==> src/rtl/peak_group_tracker.sv <==
// -----------------------------------------------------------------------------
// peak_group_tracker
//
// Extremum filter for the IoT data-filtering datapath. Wide unsigned samples
// are assembled MSB-first from a narrow serial bus. The extreme (max or min)
// of every group of GROUP_N samples is found. That group extreme is reported
// only when it beats the running peak that is held across groups.
//
// Parameters
//   DATA_W   sample width in bits; must be an integer multiple of BUS_W
//   BUS_W    serial bus width; one beat carries BUS_W bits
//   GROUP_N  samples per group (>= 1)
//
// Ports
//   clk        single clock, rising edge
//   rst        synchronous, active-high reset
//   in_valid   beat qualifier
//   in_data    BUS_W-bit sample slice; the first beat of a sample is its MSB slice
//   mode       0 = track maximum, 1 = track minimum; taken on the first beat
//              of each group
//   peak_clr   synchronous clear of the peak and of any partial group
//   out_valid  one-cycle pulse: a new peak was accepted
//   out_data   the peak value while out_valid = 1, otherwise all-zero
//
// Build option
//   PEAK_TIE_REPORT_EN : when defined, a group extreme equal to the current
//   valid peak (same mode) also pulses out_valid with out_data = peak. The
//   peak itself is unchanged. When undefined, ties are silent.
// -----------------------------------------------------------------------------
module peak_group_tracker #(
   parameter int DATA_W  = 128,
   parameter int BUS_W   = 8,
   parameter int GROUP_N = 8
) (
   input  logic              clk,
   input  logic              rst,
   input  logic              in_valid,
   input  logic [BUS_W-1:0]  in_data,
   input  logic              mode,
   input  logic              peak_clr,
   output logic              out_valid,
   output logic [DATA_W-1:0] out_data
);

   localparam int BEATS  = DATA_W / BUS_W;
   localparam int BCNT_W = (BEATS   > 1) ? $clog2(BEATS)   : 1;
   localparam int SCNT_W = (GROUP_N > 1) ? $clog2(GROUP_N) : 1;

   // Returns 1 when a is strictly better than b in the given mode.
   // Both values are compared as unsigned numbers.
   function automatic logic is_better(input logic [DATA_W-1:0] a,
                                      input logic [DATA_W-1:0] b,
                                      input logic              m);
      return m ? (a < b) : (a > b);
   endfunction

   // ---------------------------------------------------------------------------
   // Counters and beat qualification
   // ---------------------------------------------------------------------------
   logic [BCNT_W-1:0] beat_cnt;
   logic [SCNT_W-1:0] samp_cnt;

   logic take;          // a beat that is actually consumed
   logic last_beat;
   logic last_samp;
   logic grp_first;     // beat 0 of sample 0
   logic grp_done;      // the final beat of the group is consumed this cycle

   // A beat that coincides with peak_clr is dropped.
   assign take      = in_valid && !peak_clr;
   assign last_beat = (beat_cnt == BCNT_W'(BEATS - 1));
   assign last_samp = (samp_cnt == SCNT_W'(GROUP_N - 1));
   assign grp_first = (beat_cnt == '0) && (samp_cnt == '0);
   assign grp_done  = take && last_beat && last_samp;

   always_ff @(posedge clk) begin
      if (rst || peak_clr) begin
         beat_cnt <= '0;
         samp_cnt <= '0;
      end else if (in_valid) begin
         if (last_beat) begin
            beat_cnt <= '0;
            if (last_samp) samp_cnt <= '0;
            else           samp_cnt <= samp_cnt + SCNT_W'(1);
         end else begin
            beat_cnt <= beat_cnt + BCNT_W'(1);
         end
      end
   end

   // ---------------------------------------------------------------------------
   // Sample assembly
   // ---------------------------------------------------------------------------
   logic [DATA_W-1:0] sample_w;   // full sample, meaningful on the last beat

   generate
      if (BEATS == 1) begin : g_one_beat
         assign sample_w = in_data;
      end else begin : g_shift
         // Only the older DATA_W-BUS_W bits are kept. The newest slice always
         // comes straight from in_data.
         logic [DATA_W-BUS_W-1:0] shift_q;

         assign sample_w = {shift_q, in_data};

         always_ff @(posedge clk) begin
            if (rst || peak_clr)
               shift_q <= '0;
            else if (in_valid)
               shift_q <= sample_w[DATA_W-BUS_W-1:0];
         end
      end
   endgenerate

   // ---------------------------------------------------------------------------
   // Group extreme and group mode
   // ---------------------------------------------------------------------------
   logic              grp_mode;
   logic [DATA_W-1:0] grp_ext;
   logic              cur_mode;
   logic [DATA_W-1:0] new_ext;

   // On the first beat of a group, grp_mode has not been loaded yet. The live
   // mode input is used instead. This matters when BEATS = 1 and GROUP_N = 1.
   assign cur_mode = grp_first ? mode : grp_mode;

   // The first sample of a group always loads. Later samples replace the
   // extreme only when they are strictly better.
   assign new_ext = ((samp_cnt == '0) || is_better(sample_w, grp_ext, cur_mode))
                    ? sample_w : grp_ext;

   always_ff @(posedge clk) begin
      if (rst) begin
         grp_mode <= 1'b0;
      end else if (take && grp_first) begin
         grp_mode <= mode;
      end
   end

   always_ff @(posedge clk) begin
      if (rst || peak_clr) begin
         grp_ext <= '0;
      end else if (take && last_beat) begin
         grp_ext <= new_ext;
      end
   end

   // ---------------------------------------------------------------------------
   // Stage 1: capture the finished group
   // ---------------------------------------------------------------------------
   logic              s1_pend;
   logic              s1_mode;
   logic [DATA_W-1:0] s1_ext;

   always_ff @(posedge clk) begin
      if (rst || peak_clr) begin
         s1_pend <= 1'b0;
         s1_mode <= 1'b0;
         s1_ext  <= '0;
      end else begin
         s1_pend <= grp_done;
         if (grp_done) begin
            s1_mode <= cur_mode;
            s1_ext  <= new_ext;
         end
      end
   end

   // ---------------------------------------------------------------------------
   // Stage 2: compare against the running peak and report
   // ---------------------------------------------------------------------------
   logic              peak_vld;
   logic              peak_mode;
   logic [DATA_W-1:0] peak;

   logic              reload;   // peak empty, or the tracking mode changed
   logic              improve;  // strictly better in the same mode
   logic              tie;

   assign reload  = !peak_vld || (peak_mode != s1_mode);
   assign improve = is_better(s1_ext, peak, s1_mode);
   assign tie     = (s1_ext == peak);

   always_ff @(posedge clk) begin
      if (rst || peak_clr) begin
         peak      <= '0;
         peak_vld  <= 1'b0;
         peak_mode <= 1'b0;
         out_valid <= 1'b0;
         out_data  <= '0;
      end else begin
         out_valid <= 1'b0;
         out_data  <= '0;
         if (s1_pend) begin
            if (reload || improve) begin
               peak      <= s1_ext;
               peak_vld  <= 1'b1;
               peak_mode <= s1_mode;
               out_valid <= 1'b1;
               out_data  <= s1_ext;
            end
`ifdef PEAK_TIE_REPORT_EN
            else if (tie) begin
               out_valid <= 1'b1;
               out_data  <= peak;
            end
`endif
         end
      end
   end

`ifndef PEAK_TIE_REPORT_EN
   // Ties have no effect in this build. The signal is kept so both builds
   // share the same compare logic.
   logic unused_tie;
   assign unused_tie = tie;
`endif

endmodule

==> config.mk <==
export PLATFORM = sky130hd
export DESIGN_NAME = peak_group_tracker
export DESIGN_NICKNAME = d
export VERILOG_FILES = /design/src/rtl/peak_group_tracker.sv
export SDC_FILE = /design/constraint.sdc
export NUM_CORES = 1
export LEC_CHECK = 0
export ABC_AREA = 0
export BUFFER_PORTS_ARGS = -buffer_cell sky130_fd_sc_hd__buf_2
export CORE_MARGIN = 2
export CORE_UTILIZATION = 50
export DETAILED_ROUTE_END_ITERATION = 6
export PLACE_DENSITY_LB_ADDON = 0.15
export SLEW_MARGIN = 40
export SYNTH_ARGS = -nofsm -noshare
export SYNTH_HDL_FRONTEND = slang
export SYNTH_SLANG_ARGS = --single-unit
==> constraint.sdc <==
create_clock -name clk -period 3.82 [get_ports clk]
set_input_delay 0.191 -clock clk [delete_from_list [all_inputs] [get_ports clk]]
set_output_delay 0.191 -clock clk [all_outputs]
set_load 0.005 [all_outputs]
* Yosys cells after proc, flatten, opt, wreduce, memory -nomap -nowiden
Cells that the tools add are included.
** Word-level totals
- Bits in registers :: 645
- Input bits :: 13
- Output and inout port bits :: 129
** Cells by class
- $add $sub $neg :: 2
- Bitwise gates (word level) :: 2
- Reductions and logical operators :: 17
- Multiplexer cells :: 7
- Equal/unequal tests :: 3
- $lt $le $gt $ge :: 4
** Operator list (count)
- $gt A128 B128 Y1 :: 2
- $lt A128 B128 Y1 :: 2
- $mux W128 :: 1
- $logic_and A1 B1 Y1 :: 5
- $add A4 B1 Y4 const B :: 1
- $eq A4 B4 Y1 const B :: 1
- $logic_not A4 Y1 :: 1
- $logic_or A1 B1 Y1 :: 4
- $mux W1 :: 4
- $mux W4 :: 1
- $reduce_and A2 Y1 :: 2
- $add A3 B1 Y3 const B :: 1
- $eq A3 B3 Y1 const B :: 1
- $logic_not A3 Y1 :: 1
- $mux W3 :: 1
- $reduce_or A3 Y1 :: 1
- $logic_not A1 Y1 :: 2
- $not A1 Y1 :: 2
- $reduce_or A2 Y1 :: 1
- $ne A1 B1 Y1 :: 1

* Logic depth before layout (Yosys ltp)
Gate-level depths: netlist of the first run.
- Word-level depth :: 6
- Mapped depth :: 13
- Gate-level depth less buffers :: 11

* Worst setup path before layout of the first run
No wires, ideal clock.
- Path kind :: register to register
- Start point :: reg grp_ext[33]
- End point :: reg grp_ext[100]
- Setup slack :: 1030 ps
- Setup time :: 72 ps
- Arrival time :: 2719 ps
- Cell stages (with the launch flop) :: 14
- Clock period less this slack :: 2790 ps
- Cell sequence :: dfxtp_1 > inv_1 > ha_1 > a21o_1 > nand3_1 > a2111oi_0 > o31a_1 > a2111oi_2 > a21boi_2 > o32a_1 > a21oi_2 > buf_6 > buf_8 > mux2i_1
** On the way
- Word-level cells in the longest chain between the ends :: 4
** RTL lines
- start, declared :: line 119 : logic [DATA_W-1:0] grp_ext;
- start signal, assigned :: line 144 : grp_ext <= new_ext;
- $gt A128 B128 Y1 or $lt A128 B128 Y1 (tied branches) :: line 54 : return m ? (a < b) : (a > b);
- $mux W1 (*) :: line 54
- $logic_or A1 B1 Y1 (*) :: line 129 : assign new_ext = ((samp_cnt == '0) || is_better(sample_w, grp_ext, cur_mode))
- $mux W128 (*) :: line 130 : ? sample_w : grp_ext;
Mark *: on every way between the ends. The rest lies on a longest branch, timed or not.
A chain may end at the register's enable or synchronous reset.

* Final worst setup path of the first run
- Start point :: reg peak[65]
- End point :: reg peak[14]
** On the way
- Word-level cells in the longest chain between the ends :: 4
** RTL lines
- start, declared :: line 174 : logic [DATA_W-1:0] peak;
- start signal, assigned :: line 196 : peak <= s1_ext;
- $gt A128 B128 Y1 or $lt A128 B128 Y1 (tied branches) :: line 54
- $mux W1 (*) :: line 54
- $logic_or A1 B1 Y1 (*) :: line 195 : if (reload || improve) begin
- $reduce_and A2 Y1 (no line) (*)
Marks and branches as above.

==> results of run 1 <==
## cell families after synthesis
group / share of synthesized area (%)
adders and majority gates: 10.73
buffers and inverters: 8.697
DFF: 42.43
xor gates and xnor gates: 0.02879
muxes: 8.388
and+or+nand+nor: 13.74
AOI/OAI and AO/OA: 15.98
## cell type report
| type | count | area [um^2] |
|---|---|---|
| Timing Repair Buffer | 224 | 1857 |
| Clock buffer | 107 | 2156 |
| Multi-Input combinational cell | 2243 | 14980 |
| Sequential cell | 645 | 12910 |
| Inverter | 397 | 1490 |
| Fill cell | 5335 | 25740 |
| Tap cell | 782 | 978.4 |
| Clock inverter | 18 | 138.9 |
## state kept, by name, indices dropped and copies added (netlist names)
| signal | flops |
|---|---|
| beat_cnt | 4 |
| g_shift.shift_q | 120 |
| grp_ext | 128 |
| grp_mode | 1 |
| out_data | 128 |
| out_valid | 1 |
| peak | 128 |
| peak_mode | 1 |
| peak_vld | 1 |
| s1_ext | 128 |
| s1_mode | 1 |
| s1_pend | 1 |
| samp_cnt | 3 |
## through the flow
stage                     power (W)  std cells  util (%)
after floorplan            0.007232       3511         -
after global placement     0.007420       4273     53.03
after detailed placement   0.007430       4275     53.12
after CTS                   0.01416       4410     57.12
after global routing        0.01449       4416     57.28
final                       0.01405       4416     57.28
## how the worst max path moves through the flow
stage           startpoint            to  slack [ns]  cells after the start
2_1_floorplan  grp_ext[33]  grp_ext[100]        1.03                     13
3_3_place_gp      peak[65]      peak[14]       -0.52                     13
3_5_place_dp      peak[65]      peak[14]       -0.32                     13
4_1_cts           peak[65]      peak[14]       0.004                     13
5_1_grt           peak[65]      peak[14]      -0.001                     13
6_report          peak[65]      peak[14]        0.18                     13
## layer usage
layer	part of all wire, %	wire length [um]	up-vias	GRT usage [%]
met4	2.2	1660	0	7.305
li1	-	-	12110	-
met1	47	35320	11850	32.60
met5	0	0	-	0
met2	46	34800	534	39.49
met3	4.6	3500	114	2.889
## synthesized netlist by cell type, types with 3 or more instances
cell type | n | share of area (%)
clkbuf_1 | 133 | 1.6
buf_8 | 10 | 0.49
dfxtp_1 | 645 | 42
ha_1 | 261 | 11
a21oi_1 | 99 | 1.6
o21ai_1 | 4 | 0.066
a31oi_1 | 130 | 2.7
and4_1 | 4 | 0.12
nand4_1 | 46 | 0.95
buf_6 | 15 | 0.56
a21o_1 | 26 | 0.64
inv_1 | 396 | 4.9
nor3_1 | 18 | 0.30
o22ai_1 | 37 | 0.76
mux2i_1 | 255 | 8.4
nor4_1 | 10 | 0.21
nand2b_1 | 3 | 0.062
o21ai_0 | 290 | 4.8
a211oi_1 | 5 | 0.12
nor2_1 | 289 | 3.6
nand3_1 | 162 | 2.7
buf_4 | 3 | 0.074
o21a_1 | 3 | 0.074
o22ai_2 | 91 | 3.7
nor2b_1 | 6 | 0.12
buf_1 | 8 | 0.099
o31a_1 | 4 | 0.12
nor3b_1 | 3 | 0.074
buf_2 | 57 | 0.94
o211ai_1 | 5 | 0.12
a221oi_1 | 11 | 0.32
o21bai_1 | 3 | 0.074
nand2_1 | 445 | 5.5
## power groups by stage
| stage | combinational [W] | clock, W | sequential [W] |
|---|---|---|---|
| 5_1_grt | 0.000596 | 0.00715 | 0.00673 |
| 4_1_cts | 0.000552 | 0.00687 | 0.00674 |
| 2_1_floorplan | 0.000348 | 0 | 0.00688 |
| 3_3_place_gp | 0.000533 | 0 | 0.00689 |
| 3_5_place_dp | 0.000543 | 0 | 0.00689 |
| 6_report | 0.000567 | 0.00674 | 0.00674 |
## tightest hold or removal path, cell delays in order
cell and delay, ns:
buf_2 0.14, mux2i_1 0.17, a211oi_1 0.10
## timing repair
action | in CTS | in global routing
resized for setup | 2 | 5
endpoints found under the setup margin | 255 | 242
endpoints found under the hold margin | 26 | 0
gates cloned | 0 | 0
pin swaps | 0 | 3
buffers inserted | 0 | 5
hold buffers | 10 | 0
==> flow_metrics.env, run 1 <==
export IMPL_core_area_um2=60250
export IMPL_fin_ws_ns=0.1773
export IMPL_grt_start_max_net_pins=212
export IMPL_fin_crit_sh_pct=95.36
export IMPL_hpwlAfterDp_mm=49.32
export IMPL_cpLargestDelayFamily="compound AO/OA/AOI/OAI gates"
export IMPL_vias_per_cell=5.571
export IMPL_clock_sinks=645
export IMPL_path_buf_inv=3
export IMPL_maxSlewViolCount=0
export IMPL_grt_pass1_wl_mm=124.4
export IMPL_fmax_ghz=0.2745
export IMPL_rrSetupSlack_ns=0.18
export IMPL_die_x_um=250.7
export IMPL_worst_setup_path_start_kind="flop"
export IMPL_ff2ff_path_depth=13
export IMPL_vias=24600
export IMPL_cts_root_buf="clkbuf_16"
export IMPL_die_y_um=250.7
export IMPL_grt_usage_pct=23.88
export IMPL_remaining_drc_errors=0
export IMPL_max_cap_viol_count=0
export IMPL_cts_tree="built"
export IMPL_antenna_left=0
export IMPL_fin_crit_ns=3.643
export IMPL_io_pins=142
export IMPL_fin_setup_tns_ns=0
export IMPL_hold_violations=0
export IMPL_initial_utilization_pct=50.51
export IMPL_hp_start="mode"
export IMPL_hold_path_class="primary input to flop"
export IMPL_cp_end_kind="flop"
export IMPL_syn_inst=3511
export IMPL_area_growth_pct=13.41
export IMPL_whs_endpoint="s1_mode"
export IMPL_clockPowerShare_pct=48.0
export IMPL_final_common_cell="dfxtp_1"
export IMPL_cp_required_ns=4.29
export IMPL_yosys_register_bits=645
export IMPL_crit_fanout=38
export IMPL_r2r_end="peak[14]"
export IMPL_tightest_slew_ns=0.8177
export IMPL_ir_worst_vdd_uv=330.8
export IMPL_worst_clock_skew_ns=0.02608
export IMPL_design_area_um2=34510
export IMPL_overflow=0
export IMPL_antennaDiodeCount=0
export IMPL_pwr_share_seq_pct=48.0
export IMPL_critPathKind="flop to flop"
export IMPL_num_rows=90
export IMPL_leakagePower_nw=13.02
export IMPL_net_switching_power_w=0.003220
export IMPL_place_ws_ns=-0.3178
export IMPL_r2r_start="peak[65]"
export IMPL_gp_congestion=0.8581
export IMPL_finalNetCount=3855
export IMPL_netlist_cell_type_count=62
export IMPL_ys_seq_area_share_pct=42.43
export IMPL_cp_arrival_ns=4.11
export IMPL_most_common_layout_cells="dfxtp_1, nand2_1, inv_1, o21ai_0, nor2_1"
export IMPL_dr_pass1_iters=5
export IMPL_swShare_pct=22.93
export IMPL_first_global_vias=24180
export IMPL_slew_headroom_pct=45.49
export IMPL_syn_nets=3785
export IMPL_crit_slowest_cell="a221oi_2"
export IMPL_async_flop_share_pct=0
export IMPL_wl_per_cell_um=17.05
export IMPL_drt_iter0_drc=1430
export IMPL_power_share_combinational_pct=4.0
export IMPL_cts_max_path_buffers=3
export IMPL_hold_depth=3
export IMPL_crit_path_cell_trace="inv_1 > ha_1 > a21oi_1 > o21ai_0 > a221oi_2 > o221ai_2 > o31ai_4 > o211ai_1 > o21ba_1 > o2111ai_4 > buf_12 > buf_16 > o22ai_1"
export IMPL_power_density_nw_per_um2=407.0
export IMPL_dieArea_um2=62850
export IMPL_cts_made_buffers=70
export IMPL_status="complete, no violations"
export IMPL_syn_area_um2=30430
export IMPL_avgSynthCellArea_um2=8.667
export IMPL_htree_levels=3
export IMPL_slowest_delay_ns=0.48
export IMPL_setup_viol=0
export IMPL_drive_gt1_share_pct=12.11
export IMPL_io_buffers=141
export IMPL_clk_pin_slew_worst_paths_ns=0.06
export IMPL_synth_edff_count=0
export IMPL_antenna_found_initial=1
export IMPL_clock_latency_ns=0.61
export IMPL_p_int_w=0.01083
export IMPL_ys_flop_type="dfxtp_1"
export IMPL_post_dp_cell_area_um2=32000
export IMPL_yosys_warnings=0
export IMPL_drt_total_wl_mm=75.28
export IMPL_timing_hold_ws_ns=0.05565
Note: power is estimated with default switching activity, not from simulation.
==> run 2: changes to the inputs <==
GPL_ROUTABILITY_DRIVEN = 0   (was unset)
RECOVER_POWER = 100   (was unset)
==> flow_metrics.env, run 2 (synthesis results as in run 1) <==
export IMPL_die_x_um=250.7
export IMPL_dr_pass1_iters=5
export IMPL_cpMostUsedCell="buf_12"
export IMPL_setup_viol=0
export IMPL_timing_hold_ws_ns=0.05133
export IMPL_ir_worst_vdd_uv=330.4
export IMPL_ff2ff_path_depth=13
export IMPL_grt_usage_pct=23.88
export IMPL_crit_path_cell_trace="inv_1 > ha_1 > a21oi_1 > o21ai_0 > a221oi_2 > o221ai_2 > o31ai_4 > o211ai_1 > o21ba_1 > o2111ai_4 > buf_12 > buf_12 > o22ai_2"
export IMPL_crit_fanout=42
export IMPL_drive_gt1_share_pct=10.54
export IMPL_post_dp_cell_area_um2=32000
export IMPL_core_area_um2=60250
export IMPL_place_ws_ns=-0.3178
export IMPL_worstSetupPathDepth=13
export IMPL_remaining_drc_errors=0
export IMPL_fin_crit_sh_pct=94.93
export IMPL_cp_end_kind="flop"
export IMPL_final_common_cell="dfxtp_1"
export IMPL_dieArea_um2=62850
export IMPL_finalNetCount=3855
export IMPL_drt_iter0_drc=1332
export IMPL_antenna_left=0
export IMPL_most_common_layout_cells="dfxtp_1, nand2_1, inv_1, o21ai_0, nor2_1"
export IMPL_clk_pin_slew_worst_paths_ns=0.06
export IMPL_tightest_slew_ns=2.534
export IMPL_r2r_end="peak[77]"
export IMPL_vias_per_cell=5.562
export IMPL_worst_setup_path_start_kind="flop"
export IMPL_power_w=0.01404
export IMPL_slowest_delay_ns=0.48
export IMPL_fin_ws_ns=0.1935
export IMPL_crit_start="peak[65]"
export IMPL_drt_total_wl_mm=75.38
export IMPL_crit_path_end="peak[77]"
export IMPL_clock_latency_ns=0.61
export IMPL_area_growth_pct=12.83
export IMPL_fmax_ghz=0.2758
export IMPL_cts_max_path_buffers=3
export IMPL_overflow=0
export IMPL_num_rows=90
export IMPL_leakagePower_nw=12.81
export IMPL_nFillCells=5380
export IMPL_antenna_found_initial=1
export IMPL_fin_crit_ns=3.626
export IMPL_cpLargestDelayFamily="compound AO/OA/AOI/OAI gates"
export IMPL_vias=24560
export IMPL_io_pins=142
export IMPL_cp_arrival_ns=4.10
export IMPL_hold_path_class="primary input to flop"
export IMPL_max_cap_viol_count=1
export IMPL_grt_start_max_net_pins=212
export IMPL_htree_levels=3
export IMPL_critPathKind="flop to flop"
export IMPL_path_buf_inv=3
export IMPL_power_density_nw_per_um2=408.9
export IMPL_clock_sinks=645
export IMPL_grt_pass1_wl_mm=124.4
export IMPL_io_buffers=141
export IMPL_hpwlAfterDp_mm=49.32
export IMPL_cts_root_buf="clkbuf_16"
export IMPL_worst_clock_skew_ns=0.02588
export IMPL_crit_slowest_cell="a221oi_2"
export IMPL_wl_per_cell_um=17.07
export IMPL_maxSlewViolCount=33
export IMPL_r2r_start="peak[65]"
export IMPL_hold_violations=0
export IMPL_antennaDiodeCount=0
export IMPL_first_global_vias=24180
export IMPL_design_area_um2=34330
export IMPL_cts_tree="built"
export IMPL_rrSetupSlack_ns=0.19
export IMPL_die_y_um=250.7
export IMPL_cp_required_ns=4.29
export IMPL_initial_utilization_pct=50.51
export IMPL_rsz0062_at_grt="false"
export IMPL_cts_made_buffers=70
export IMPL_violations="capacitance limit, slew limit"
export IMPL_status="complete, but fails checks"
export IMPL_slew_headroom_pct=-68.91
## run 2: cell types whose count changed in the layout (fill, tap and decap cells not counted), moves of 2 or more
| cell | before | now |
|---|---|---|
| buf_2 | 140 | 99 |
| buf_6 | 2 | 5 |
| o22ai_1 | 37 | 50 |
| o22ai_2 | 91 | 78 |
| buf_12 | 33 | 29 |
| buf_4 | 35 | 33 |
| clkbuf_1 | 15 | 57 |
## run 2: what timing repair did
action | 4_1_cts | 5_1_grt
buffers inserted | 0 | 5
resized for setup | 2 | 5
hold buffers | 10 | 0
pin swaps | 0 | 3
setup endpoints to repair | 255 | 242
gates cloned | 0 | 0
endpoints found under the hold margin | 26 | 0
## run 2: per-layer routing
layer  vias up  track usage [%]  share of wire, %
met5         -                0                 0
met4         0            7.305               2.2
met3       116            2.889               4.6
met2       534            39.49                46
met1     11810            32.60                47
li1      12110                -                 -
## run 2: how the worst min path moves through the flow
stage          startpoint       end  depth (start not counted)
5_1_grt              mode   s1_mode                          3
4_1_cts              mode   s1_mode                          3
3_3_place_gp     peak[13]  peak[13]                          2
6_report             mode   s1_mode                          3
3_5_place_dp     peak[11]  peak[11]                          2
2_1_floorplan         rst   s1_pend                          1
## run 2: cell type report
cell class / count / area (um^2) / area share [%]
Inverter: 397 / 1490 / 4.340
Sequential cell: 645 / 12910 / 37.61
Multi-Input combinational cell: 2243 / 14890 / 43.36
Timing Repair Buffer: 224 / 1770 / 5.157
Clock inverter: 18 / 138.9 / 0.4045
Clock buffer: 107 / 2156 / 6.279
Tap cell: 782 / 978.4 / 2.850
## run 2: where the power goes
part | leakage (nW) | switching [W] | internal [W] | total, W
combinational | 6.48 | 0.000433 | 0.000132 | 0.000564
clock | 1.14 | 0.00277 | 0.00396 | 0.00674
sequential | 5.19 | 0.00000731 | 0.00673 | 0.00674
## run 2: worst min-delay path, stage by stage
cell and delay [ns]:
buf_2 0.14, mux2i_1 0.17, a211oi_1 0.10
## run 2: through the flow
stage | TNS, ns | util (%) | std cells
floorplan | 0 | - | 3511
global placement | -116.26 | 53.03 | 4273
detailed placement | -59.23 | 53.12 | 4275
CTS | 0 | 57.12 | 4410
global route | 0 | 56.99 | 4416
finish | 0 | 56.99 | 4416
==> run 3: changes to the inputs <==
CTS_BUF_LIST = sky130_fd_sc_hd__clkbuf_8   (was unset)
==> flow_metrics.env, run 3 (synthesis results as in run 1) <==
export IMPL_dp_cells=4275
export IMPL_finalNetCount=3891
export IMPL_wl_per_cell_um=16.92
export IMPL_setup_viol=0
export IMPL_hold_violations=0
export IMPL_fmax_ghz=0.2752
export IMPL_dieArea_um2=62850
export IMPL_leakagePower_nw=12.81
export IMPL_remaining_drc_errors=0
export IMPL_power_density_nw_per_um2=399.4
export IMPL_slew_headroom_pct=-55.01
export IMPL_rrSetupSlack_ns=0.19
export IMPL_nFillCells=5493
export IMPL_vias=24720
export IMPL_cts_max_path_buffers=3
export IMPL_pwr_share_seq_pct=50.1
export IMPL_hold_depth=4
export IMPL_num_rows=90
export IMPL_layout_cells_non_filler=4465
export IMPL_grt_start_max_net_pins=212
export IMPL_grt_busiest_layer="met2"
export IMPL_cp_required_ns=4.38
export IMPL_tightest_slew_ns=2.325
export IMPL_p_int_w=0.01029
export IMPL_ff2ff_path_depth=14
export IMPL_grt_met1_usage_pct=32.28
export IMPL_area_growth_pct=10.69
export IMPL_post_dp_cell_area_um2=32000
export IMPL_timing_hold_ws_ns=0.1237
export IMPL_htree_levels=3
export IMPL_swShare_pct=23.53
export IMPL_clock_sinks=645
export IMPL_drive_gt1_share_pct=9.451
export IMPL_initial_utilization_pct=50.51
export IMPL_clock_latency_ns=0.71
export IMPL_antenna_left=0
export IMPL_fin_crit_ns=3.633
export IMPL_gr_usage_met3_pct=3.149
export IMPL_status="complete, but fails checks"
export IMPL_drt_iter0_drc=1360
export IMPL_violations="capacitance limit, slew limit"
export IMPL_io_buffers=141
export IMPL_cp_end_kind="flop"
export IMPL_fin_crit_sh_pct=95.11
export IMPL_clk_pin_slew_worst_paths_ns=0.06
export IMPL_grt_usage_pct=23.89
export IMPL_final_common_cell="dfxtp_1"
export IMPL_antenna_found_initial=1
export IMPL_cts_root_buf="clkbuf_8"
export IMPL_cp_arrival_ns=4.19
export IMPL_max_cap_viol_count=1
export IMPL_multi_input_area_um2=14460
export IMPL_most_common_layout_cells="dfxtp_1, nand2_1, inv_1, o21ai_0, nor2_1"
export IMPL_vias_per_cell=5.536
export IMPL_design_area_um2=33680
export IMPL_cts_made_buffers=109
export IMPL_clockPowerShare_pct=45.7
export IMPL_r2r_start="peak[65]"
export IMPL_first_global_vias=24340
export IMPL_net_switching_power_w=0.003166
export IMPL_power_share_combinational_pct=4.2
export IMPL_ir_worst_vdd_uv=267.1
export IMPL_grt_pass1_wl_mm=124.4
export IMPL_overflow=0
export IMPL_core_area_um2=60250
export IMPL_hold_path_class="primary input to flop"
export IMPL_die_y_um=250.7
export IMPL_critPathKind="flop to flop"
export IMPL_drt_total_wl_mm=75.54
export IMPL_seqCellArea_um2=12910
export IMPL_r2r_end="peak[17]"
export IMPL_rsz0062_at_grt="false"
export IMPL_io_pins=142
export IMPL_hpwlAfterDp_mm=49.32
export IMPL_worst_setup_path_start_kind="flop"
export IMPL_dr_pass1_iters=5
export IMPL_maxSlewViolCount=35
export IMPL_hp_start="in_valid"
export IMPL_whs_endpoint="samp_cnt[0]"
export IMPL_crit_fanout=38
export IMPL_grt_use_met2_pct=39.56
export IMPL_crit_start="peak[65]"
export IMPL_die_x_um=250.7
export IMPL_cts_tree="built"
export IMPL_worst_clock_skew_ns=0.03072
run 3: timing repair:
item,in CTS,in global routing
setup endpoints to repair,255,215
hold endpoints to repair,27,0
buffers inserted,0,1
pin swaps,2,3
gates resized for setup,2,3
hold buffers,11,0
run 3: per-layer routing:
metal	wire (um)	vias up
met5	0	-
li1	-	12180
met4	1692	0
met3	3463	116
met1	35440	11870
met2	34940	550
run 3: how the worst max path moves through the flow:
stage          slack, ns            to  depth (start not counted)
2_1_floorplan       1.03  grp_ext[100]                         13
3_3_place_gp       -0.52      peak[14]                         13
3_5_place_dp       -0.32      peak[14]                         13
4_1_cts            0.008      peak[48]                         13
5_1_grt             0.01    s1_ext[24]                         12
6_report            0.19      peak[17]                         14
run 3: final cells by class:
cell class                 count  area share, %
antenna                        1       0.007429
clock inverter                43         0.9027
sequential                   645          38.34
tap                          782          2.905
inverter                     397          4.424
clock buffer                 133          5.435
timing repair buffer         221          5.052
multi-input combinational   2243          42.94
run 3: stage by stage:
step / power (W) / utilization, % / setup TNS (ns) / setup slack (ns)
global placement: 0.007420 / 53.03 / -116.26 / -0.5208
detailed placement: 0.007430 / 53.12 / -59.23 / -0.3178
global route: 0.01394 / 55.91 / 0 / 0.01262
CTS: 0.01362 / 56.87 / 0 / 0.007707
floorplan: 0.007232 / - / 0 / 1.030
finish: 0.01345 / 55.91 / 0 / 0.1867
run 3: power groups by stage:
stage	clock network [W]	logic [W]	registers [W]
3_5_place_dp	0	0.000543	0.00689
4_1_cts	0.00632	0.000553	0.00674
6_report	0.00615	0.000560	0.00674
2_1_floorplan	0	0.000348	0.00688
5_1_grt	0.00661	0.000592	0.00674
3_3_place_gp	0	0.000533	0.00689
run 3: critical path, cell delays in order (launching register included):
cell and delay (ns):
dfxtp_1 0.34, inv_1 0.05, ha_1 0.29, a21oi_1 0.19, o21ai_0 0.19, a221oi_2 0.45
o221ai_1 0.23, o31ai_4 0.35, o211ai_1 0.14, buf_4 0.18, o21ba_1 0.23, o2111ai_4 0.28
buf_12 0.24, buf_16 0.21, o22ai_1 0.10
